[config.mk]
export PLATFORM = sky130hd
export DESIGN_NAME = riscv_muldiv_iter
export DESIGN_NICKNAME = d
export VERILOG_FILES = /design/src/rtl/riscv_muldiv_iter.sv
export SDC_FILE = /design/constraint.sdc
export NUM_CORES = 1
export LEC_CHECK = 0
export ABC_CLOCK_PERIOD_IN_PS = 3800
export CAP_MARGIN = 10
export CORE_MARGIN = 2
export CORE_UTILIZATION = 54
export DETAILED_ROUTE_END_ITERATION = 8
export PLACE_DENSITY = 0.73
export SETUP_SLACK_MARGIN = 0.02
export SLEW_MARGIN = 40
export SYNTH_ARGS = -nofsm -noshare
export SYNTH_HDL_FRONTEND = slang
export SYNTH_SLANG_ARGS = --single-unit
export TNS_END_PERCENT = 10
[constraint.sdc]
create_clock -name clk -period 3.8 [get_ports clk]
set_input_delay 0.76 -clock clk [delete_from_list [all_inputs] [get_ports clk]]
set_output_delay 0.76 -clock clk [all_outputs]
set_load 0.05 [all_outputs]
[src/rtl/riscv_muldiv_iter.sv]
// Iterative RV32M multiply/divide unit.
// Radix-2 shift-add multiply and restoring shift-subtract divide. The latency
// is fixed: the response appears 34 cycles after the request is accepted.
// The result is held on the response port until the consumer takes it.
module riscv_muldiv_iter #(
    parameter int XLEN  = 32,
    parameter int TAG_W = 5
) (
    input  logic             clk,
    input  logic             reset,
    input  logic             io_req_valid,
    output logic             io_req_ready,
    input  logic [2:0]       io_req_fn,
    input  logic [XLEN-1:0]  io_req_in1,
    input  logic [XLEN-1:0]  io_req_in2,
    input  logic [TAG_W-1:0] io_req_tag,
    input  logic             io_kill,
    output logic             io_resp_valid,
    input  logic             io_resp_ready,
    output logic [XLEN-1:0]  io_resp_data,
    output logic [TAG_W-1:0] io_resp_tag
);

    localparam int CNT_W = $clog2(XLEN) + 1;

    localparam logic [2:0] FN_MUL    = 3'd0;
    localparam logic [2:0] FN_MULH   = 3'd1;
    localparam logic [2:0] FN_MULHSU = 3'd2;
    localparam logic [2:0] FN_MULHU  = 3'd3;
    localparam logic [2:0] FN_DIV    = 3'd4;
    localparam logic [2:0] FN_DIVU   = 3'd5;
    localparam logic [2:0] FN_REM    = 3'd6;
    localparam logic [2:0] FN_REMU   = 3'd7;

    typedef enum logic [1:0] {
        IDLE,
        BUSY,
        FIX,
        DONE
    } state_t;

    state_t state;
    state_t state_next;

    logic [CNT_W-1:0]  count;
    logic [2*XLEN-1:0] acc;
    logic [XLEN-1:0]   divisor;
    logic [XLEN-1:0]   in1_raw;
    logic [2:0]        fn;
    logic [TAG_W-1:0]  tag;
    logic              neg_out;
    logic              div_zero;
    logic              div_ovf;
    logic [XLEN-1:0]   resp_data;
    logic [TAG_W-1:0]  resp_tag;

    logic              req_fire;
    logic              in1_signed;
    logic              in2_signed;
    logic              sign1;
    logic              sign2;
    logic [XLEN-1:0]   abs1;
    logic [XLEN-1:0]   abs2;
    logic              neg_req;

    logic [XLEN:0]     mul_sum;
    logic [2*XLEN-1:0] mul_next;
    logic [XLEN:0]     rem_shift;
    logic [XLEN:0]     div_diff;
    logic [2*XLEN-1:0] div_next;

    logic [2*XLEN-1:0] prod_fix;
    logic [XLEN-1:0]   quot_fix;
    logic [XLEN-1:0]   rem_fix;
    logic [XLEN-1:0]   result;

    assign io_req_ready  = (state == IDLE);
    assign io_resp_valid = (state == DONE);
    assign io_resp_data  = resp_data;
    assign io_resp_tag   = resp_tag;

    // A kill in the same cycle as a request drops the request.
    assign req_fire = io_req_valid & io_req_ready & ~io_kill;

    // Operand conditioning: signed operands become magnitudes, the sign of the
    // final result is remembered in neg_out.
    always_comb begin
        sign1      = io_req_in1[XLEN-1];
        sign2      = io_req_in2[XLEN-1];
        in1_signed = (io_req_fn == FN_MULH) || (io_req_fn == FN_MULHSU) ||
                     (io_req_fn == FN_DIV)  || (io_req_fn == FN_REM);
        in2_signed = (io_req_fn == FN_MULH) || (io_req_fn == FN_DIV) ||
                     (io_req_fn == FN_REM);
        abs1       = (in1_signed && sign1) ? ({XLEN{1'b0}} - io_req_in1) : io_req_in1;
        abs2       = (in2_signed && sign2) ? ({XLEN{1'b0}} - io_req_in2) : io_req_in2;
        if (io_req_fn == FN_REM) begin
            neg_req = sign1;
        end else begin
            neg_req = (in1_signed & sign1) ^ (in2_signed & sign2);
        end
    end

    // One datapath step: shift-add for multiply, trial subtract for divide.
    // The multiplier/dividend lives in the low half of acc and is consumed
    // one bit per cycle while the product/remainder grows in the high half.
    always_comb begin
        mul_sum   = {1'b0, acc[2*XLEN-1:XLEN]} + (acc[0] ? {1'b0, divisor} : {(XLEN+1){1'b0}});
        mul_next  = {mul_sum, acc[XLEN-1:1]};
        rem_shift = {acc[2*XLEN-1:XLEN], acc[XLEN-1]};
        div_diff  = rem_shift - {1'b0, divisor};
        if (div_diff[XLEN]) begin
            div_next = {rem_shift[XLEN-1:0], acc[XLEN-2:0], 1'b0};
        end else begin
            div_next = {div_diff[XLEN-1:0], acc[XLEN-2:0], 1'b1};
        end
    end

    // Sign fix-up and result selection, with the divide special cases
    // overriding whatever the datapath produced.
    always_comb begin
        prod_fix = neg_out ? ({(2*XLEN){1'b0}} - acc) : acc;
        quot_fix = neg_out ? ({XLEN{1'b0}} - acc[XLEN-1:0]) : acc[XLEN-1:0];
        rem_fix  = neg_out ? ({XLEN{1'b0}} - acc[2*XLEN-1:XLEN]) : acc[2*XLEN-1:XLEN];
        result   = {XLEN{1'b0}};
        case (fn)
            FN_MUL:    result = prod_fix[XLEN-1:0];
            FN_MULH,
            FN_MULHSU,
            FN_MULHU:  result = prod_fix[2*XLEN-1:XLEN];
            FN_DIV: begin
                if (div_zero) begin
                    result = {XLEN{1'b1}};
                end else if (div_ovf) begin
                    result = {1'b1, {(XLEN-1){1'b0}}};
                end else begin
                    result = quot_fix;
                end
            end
            FN_DIVU:   result = div_zero ? {XLEN{1'b1}} : quot_fix;
            FN_REM: begin
                if (div_zero) begin
                    result = in1_raw;
                end else if (div_ovf) begin
                    result = {XLEN{1'b0}};
                end else begin
                    result = rem_fix;
                end
            end
            FN_REMU:   result = div_zero ? in1_raw : rem_fix;
            default:   result = {XLEN{1'b0}};
        endcase
    end

    // State register.
    always_ff @(posedge clk or negedge reset) begin
        if (!reset) begin
            state <= IDLE;
        end else begin
            state <= state_next;
        end
    end

    // Next-state logic. BUSY holds for XLEN+1 cycles: XLEN iterations plus
    // the cycle that sees the terminal count, which gives the fixed latency.
    always_comb begin
        state_next = state;
        case (state)
            IDLE: if (req_fire) state_next = BUSY;
            BUSY: begin
                if (io_kill) begin
                    state_next = IDLE;
                end else if (count == CNT_W'(XLEN)) begin
                    state_next = FIX;
                end
            end
            FIX:  state_next = io_kill ? IDLE : DONE;
            DONE: if (io_resp_ready) state_next = IDLE;
            default: state_next = IDLE;
        endcase
    end

    // Datapath registers: capture on accept, iterate in BUSY, latch the
    // response in FIX and leave it untouched until the next FIX.
    always_ff @(posedge clk or negedge reset) begin
        if (!reset) begin
            count     <= '0;
            acc       <= '0;
            divisor   <= '0;
            in1_raw   <= '0;
            fn        <= '0;
            tag       <= '0;
            neg_out   <= 1'b0;
            div_zero  <= 1'b0;
            div_ovf   <= 1'b0;
            resp_data <= '0;
            resp_tag  <= '0;
        end else begin
            case (state)
                IDLE: begin
                    if (req_fire) begin
                        fn       <= io_req_fn;
                        tag      <= io_req_tag;
                        acc      <= {{XLEN{1'b0}}, abs1};
                        divisor  <= abs2;
                        in1_raw  <= io_req_in1;
                        neg_out  <= neg_req;
                        div_zero <= (io_req_in2 == {XLEN{1'b0}});
                        div_ovf  <= (io_req_in1 == {1'b1, {(XLEN-1){1'b0}}}) &&
                                    (io_req_in2 == {XLEN{1'b1}});
                        count    <= '0;
                    end
                end
                BUSY: begin
                    if (!io_kill && (count != CNT_W'(XLEN))) begin
                        acc   <= fn[2] ? div_next : mul_next;
                        count <= count + 1'b1;
                    end
                end
                FIX: begin
                    if (!io_kill) begin
                        resp_data <= result;
                        resp_tag  <= tag;
                    end
                end
                default: begin
                end
            endcase
        end
    end

endmodule
==> flow_summary.yaml, run 1 <==
min_path:
  hold_class: "input pin to asynchronous set/reset pin"
clocking:
  cts_tree: "done"
  cts-htree-levels: 4
  clockRootBuffer: "clkbuf_16"
  worstSkewPairLatency_ps: 460
  numClockSinks: 184
  path_clk_slew_ps: 70
  cts_max_path_buffers: 2
  cts_hold_buf: 0
  cts_buffers: 17
power:
  p_sw_share_pct: 48.6
  p_seq_share_pct: 23.4
  powerDensity_mw_per_mm2: 699
  power_uw: 12800
  combPwrFrac_pct: 62.3
  switchingPower_uw: 6240
  leakage_uw: 0.00813
  clkPwrFrac_pct: 14.3
  ir_worst_vdd_uv: 502
  p_int_uw: 6590
logic_synthesis:
  synth_top_area_share_pct: 29.7
  ys_types: 72
  synth_ff_type: "dfrtp_1"
  yosys_register_bits: 184
  ys_top_cells_by_area: "dfrtp_1 30%, nand2_1 8.3%, o21ai_0 7.7%"
  ys.warnings.count: 0
  synth_seq_area_share_pct: 29.7
  netlist_top_cells_count: "342 x nand2_1, 240 x o21ai_0, 184 x dfrtp_1"
  async_flop_share_pct: 100
  synth_fp_nets: 2197
  netlist_instances: 2047
  yosysTopAreaCell: "dfrtp_1"
  syn_avg_cell_area_sq_um: 7.57
  yosysMostFrequentCell: "nand2_1"
  syn_area_sq_mm: 0.0155
  synth_edf_count: 0
global_route:
  antenna_found_initial: 0
  grt_util_all_layers_pct: 36.6
  grt_overflow: 0
  grt_first_pass_wirelength_microns: 85800
  grt_max_degree: 87
  first_global_vias: 15300
final_layout:
  design_area_sq_mm: 0.0183
  area_delta_synth_final_pct: 18.3
  layout.area.seq_sq_mm: 0.00461
  fin_nets: 2331
  fill_cells: 2566
  multi_input_area_sq_mm: 0.0102
  drive_gt1_share_pct: 8.39
timing:
  finalHoldViolations: 0
  slew_headroom_pct: 45.8
  fin_hold_ws_ps: 334
  setup-violations-final: 0
  rsz0062_at_grt: "yes"
  final-max-slew-violation-count: 0
  finalCritPeriodShare_pct: 98.1
  period_needed_ps: 3730
  max_freq_mhz: 268
  worstMarginPinSlew_ps: 808
  clock_skew_ps: 18.1
drt:
  ant_nets: 0
  totalWireLength_microns: 55300
  vias_per_cell: 6.22
  wire_per_inst_microns: 21.4
  vias: 16000
  drt_pass1_iterations: 6
  drc_errors: 0
  first_iter_violations: 1910
floorplanning:
  chipHeight_microns: 173
  io_pins: 116
  die_x_microns: 173
  core_sq_mm: 0.0285
  floorplan.rows: 62
  initial_core_util_pct: 54.4
  dieArea_sq_mm: 0.0301
place:
  numPortBuffers: 115
  dpl.hpwl_microns: 42900
  dpl_cell_area_sq_mm: 0.0177
  globalplace.congestion: 1.01
critical_path:
  rr_worst_depth: 14
  worstSetupEndpointType: "register"
  critPathArrivalTime_ps: 4060
  crit_fanout: 7
  required_ps: 4140
  startpoint_type: "register"
  crit_type: "register to register"
run:
  max-cap-violations: 0
status:
  status: "finished clean"
## state kept, by name (all words and copies together) (netlist names)
name and flops:
count 6, io_resp_data 32, in1_raw 32, div_ovf 1, fn 3, div_zero 1
tag 5, io_resp_tag 5, neg_out 1, divisor 32, acc 64, state 2
## final cells by class
type,count,area share [%]
Timing Repair Buffer,236,11.6
Inverter,77,1.60
Multi-Input combinational cell,1665,55.8
Tap cell,384,2.62
Clock inverter,14,0.853
Antenna cell,1,0.0136
Sequential cell,184,25.1
Clock buffer,18,2.39
## cells by family after synthesis
group / synth area share [%]
AND/OR/NAND/NOR: 20.5
AO/OA/AOI/OAI: 24.5
buffers and inverters: 4.82
XOR/XNOR: 11.0
flip-flops: 29.7
adder cells (fa/ha/maj): 5.99
multiplexers: 3.42
## final timing paths
kind | start | end | slack (ps)
min | reset | in1_raw[11] | 330
max | acc[0] | acc[60] | 70
max reg2reg | acc[0] | acc[60] | 70
max in group asynchronous | reset | divisor[19] | 2530
min in group clk | io_resp_tag[4] | io_resp_tag[4] | 470
min reg2reg | io_resp_tag[4] | io_resp_tag[4] | 470
## repair_timing
action / 4_1_cts / 5_1_grt
setup buffers: 0 / 2
setup endpoints to repair: 0 / 31
resized for setup: 0 / 8
## placed cells by master, fill, tap and decap left out, types with 16 or more instances in the layout
| master | count |
|---|---|
| nand2_1 | 342 |
| nand4_1 | 18 |
| dfrtp_1 | 182 |
| clkbuf_16 | 17 |
| xor2_1 | 85 |
| nor4_1 | 17 |
| o21ai_0 | 239 |
| or3_1 | 20 |
| o221ai_1 | 16 |
| nor3_1 | 35 |
| buf_4 | 116 |
| a21oi_1 | 150 |
| nand3_1 | 25 |
| nor2_1 | 168 |
| a22oi_1 | 20 |
| ha_1 | 71 |
| xnor2_1 | 109 |
| clkdlybuf4s50_1 | 114 |
| inv_1 | 76 |
| mux2i_1 | 53 |
| a21o_1 | 27 |
| nand2b_1 | 26 |
| o31ai_1 | 27 |
## metrics by stage
step	setup slack, ps	std cells	util [%]	TNS, ps
floorplan	102	2047	-	0
global placement	138	2543	62.1	0
detailed placement	90.7	2544	62.2	0
CTS	67.4	2576	64.3	0
global route	-14.3	2578	64.4	-14.3
finish	72.1	2579	64.4	0
## routing by layer
metal	global-route usage [%]	up-vias	wire length (microns)
met5	0	-	0
met3	4.78	174	3820
met4	23.4	0	3720
met2	59.4	767	25300
li1	-	7515	-
met1	46.3	7587	22400
## power groups by stage
stage | combinational (uW) | clock [uW] | sequential (uW)
after detailed placement | 7740 | 0 | 3010
after global placement | 7650 | 0 | 3000
after CTS | 7780 | 1840 | 2980
final | 7990 | 1830 | 3010
after floorplan | 5350 | 0 | 2730
after global routing | 8670 | 1920 | 3050
## worst max-delay path: stages (launching register included)
cell        delay, ps
dfrtp_1           530
clkinvlp_4        290
buf_4             200
nor2_1            100
ha_1              240
o21ai_0           100
nor2_1            120
a2bb2oi_1         380
a31oi_2           200
o21ai_0           380
a31oi_2           190
o21a_1            250
and3_1            180
nor4_1            300
o32ai_1           120
Note: power is estimated with default switching activity, not from simulation.
==> inputs of run 2 (changes only) <==
--- a/config.mk
+++ b/config.mk
@@ -5,6 +5,7 @@
 export SDC_FILE = /design/constraint.sdc
 export NUM_CORES = 1
 export LEC_CHECK = 0
+export ABC_AREA = 0
 export ABC_CLOCK_PERIOD_IN_PS = 3800
 export CAP_MARGIN = 10
 export CORE_MARGIN = 2
==> results of run 2 <==
Final layout, timing and power as in run 1 (identical DEF).
==> inputs of run 3 (changes only) <==
--- a/config.mk
+++ b/config.mk
@@ -6,15 +6,14 @@
 export NUM_CORES = 1
 export LEC_CHECK = 0
 export ABC_AREA = 0
-export ABC_CLOCK_PERIOD_IN_PS = 3800
+export ABC_CLOCK_PERIOD_IN_PS = 3600
 export CAP_MARGIN = 10
 export CORE_MARGIN = 2
 export CORE_UTILIZATION = 54
 export DETAILED_ROUTE_END_ITERATION = 8
-export PLACE_DENSITY = 0.73
+export PLACE_DENSITY = 0.7
 export SETUP_SLACK_MARGIN = 0.02
 export SLEW_MARGIN = 40
 export SYNTH_ARGS = -nofsm -noshare
 export SYNTH_HDL_FRONTEND = slang
 export SYNTH_SLANG_ARGS = --single-unit
-export TNS_END_PERCENT = 10
==> constraint.sdc (replaced) <==
create_clock -name clk -period 3.6 [get_ports clk]
set_input_delay 0.72 -clock clk [delete_from_list [all_inputs] [get_ports clk]]
set_output_delay 0.72 -clock clk [all_outputs]
set_load 0.05 [all_outputs]
==> run 3 against run 2 <==
  * Sequential power increased by 4%
  * Core utilization grew 0.97 points
  * Design area is 1.5% higher
  * Combinational power up 9.5%
  * Cell count grew 0.97%
  * Global-route usage increased by 1.5 points
  * Sequential cell count unchanged
  * First-iteration DRC count decreased by 7.6%
==> flow_summary.yaml, run 3 (same netlist as run 1, synthesis figures left out) <==
final_layout:
  final_common_cell: "nand2_1"
  largest_reg_flops: 64
  drive_gt1_share_pct: 9.64
  multi_input_area_sq_mm: 0.0103
  area_delta_synth_final_pct: 20.1
  fill_cells: 2552
  design_area_sq_mm: 0.0186
  num_antenna_cells: 0
  fin_util_pct: 65.4
  regMostFlops: "acc"
  mostFrequentLayoutCells: "342 x nand2_1, 238 x o21ai_0, 182 x dfrtp_1"
  fin_nets: 2358
  layout.area.seq_sq_mm: 0.00461
drt:
  first_iter_violations: 1764
  vias_per_cell: 6.28
  drt_pass1_iterations: 9
  wire_per_inst_microns: 22.1
  ant_nets: 0
  vias: 16400
  totalWireLength_microns: 57600
  drc_errors: 0
power:
  leakage_uw: 0.00830
  powerDensity_mw_per_mm2: 747
  power_uw: 13900
  ir_worst_vdd_uv: 571
floorplanning:
  floorplan.rows: 62
  core_sq_mm: 0.0285
  die_x_microns: 173
  io_pins: 116
  dieArea_sq_mm: 0.0301
  initial_core_util_pct: 54.4
  chipHeight_microns: 173
clocking:
  clockRootBuffer: "clkbuf_16"
  cts_max_path_buffers: 2
  worstSkewPairLatency_ps: 460
  numClockSinks: 184
  path_clk_slew_ps: 80
  cts_buffers: 17
  cts-htree-levels: 4
  cts_tree: "done"
global_route:
  use_met3_pct: 5.09
  grt_overflow: 0
  grt_first_pass_wirelength_microns: 88800
  grt_busiest_layer: "met2"
  gr-usage-met2_pct: 61.6
  grt_max_degree: 90
  antenna_found_initial: 0
  grt_util_all_layers_pct: 38.1
  grt_use_met1_pct: 48.5
  first_global_vias: 15600
critical_path:
  rr_endpoint: "acc[45]"
  worstSetupEndpointType: "register"
  critPathMaxStageDelay_ps: 350
  critPathArrivalTime_ps: 3780
  rr_worst_depth: 15
  crit_fanout: 7
  cp_slowest_cell: "dfrtp_1"
  worst-r2r-setup-slack_ps: 170
  startpoint_type: "register"
  required_ps: 3950
  cpLargestDelayFamily: "compound AO/OA/AOI/OAI gates"
  path_buf_inv: 3
  r2r-start: "acc[31]"
  path_depth: 15
  crit_type: "register to register"
  path_cells: "inv_1 > ha_1 > fa_2 > nand2b_4 > a21oi_4 > o2111ai_2 > a21oi_2 > o21ai_1 > o41ai_2 > buf_4 > xor2_4 > buf_6 > mux2i_1 > a21oi_1 > a31o_2"
timing:
  period_needed_ps: 3430
  final-max-slew-violation-count: 0
  fin_hold_ws_ps: 171
  clock_skew_ps: 11.6
  setup-violations-final: 0
  finalCritPeriodShare_pct: 95.4
  worst_slack_ps: 165
  worstMarginPinSlew_ps: 874
  slew_headroom_pct: 41.7
  finalHoldViolations: 0
  max_freq_mhz: 291
status:
  status: "finished clean"
place:
  globalplace.congestion: 1.02
  dpl.hpwl_microns: 44000
  post-place-ws_ps: -77.2
  numPortBuffers: 115
  dpl_cell_area_sq_mm: 0.0179
run:
  max-cap-violations: 0
min_path:
  hold_class: "input pin to asynchronous set/reset pin"
## run 3: cell types whose count changed in the layout (fill, tap and decap cells not counted), moves of 2 or more
cell | previous run | this run
buf_4 | 116 | 140
a21oi_1 | 150 | 148
bufinv_16 | 1 | 3
clkinv_2 | 0 | 2
inv_8 | 3 | 0
## run 3: metrics by stage
| stage | setup TNS [ps] | cells |
|---|---|---|
| 2_1_floorplan | 0 | 2047 |
| 6_report | 0 | 2604 |
| 4_1_cts | 0 | 2600 |
| 3_5_place_dp | -217 | 2569 |
| 3_3_place_gp | -60.4 | 2569 |
| 5_1_grt | -97.6 | 2604 |
## run 3: cell type report
type / instances / area share (%)
Clock inverter: 13 / 0.900
Clock buffer: 18 / 2.36
Multi-Input combinational cell: 1665 / 55.1
Timing Repair Buffer: 263 / 12.7
Inverter: 77 / 1.55
Tap cell: 384 / 2.58
Sequential cell: 184 / 24.7
## run 3: worst reg2reg max path: stages (launching register included)
cell	delay, ps
dfrtp_1	350
inv_1	60
ha_1	220
fa_2	350
nand2b_4	160
a21oi_4	190
o2111ai_2	190
a21oi_2	210
o21ai_1	140
o41ai_2	350
buf_4	210
xor2_4	200
buf_6	180
mux2i_1	200
a21oi_1	90
a31o_2	250
## run 3: metal layers
metal  up-vias  part of all wire (%)
met5         -                     0
met4         0                   6.8
met3       219                   6.8
met2       811                    46
met1      7771                    40
li1       7563                     -
## run 3: worst max-delay path by stage
stage | start | slack [ps] | to
after global routing | acc[31] | -30 | acc[45]
after CTS | acc[15] | 20 | io_resp_data[25]
after floorplan | acc[31] | 10 | acc[32]
after global placement | acc[15] | -60 | io_resp_data[25]
final | acc[31] | 170 | acc[45]
after detailed placement | acc[15] | -80 | io_resp_data[25]
## run 3: what timing repair did
item                       in CTS  in global routing
hold buffers                    0                  0
pin swaps                       1                  7
buffers inserted                0                  2
resized for setup               3                 12
setup endpoints to repair      19                 35
## run 3: power by group
group          internal, uW  total (uW)  switching [uW]
logic                  3590        8750            5160
clock network          1110        2020             905
registers              2510        3140             631
total                  7210       13900            6700
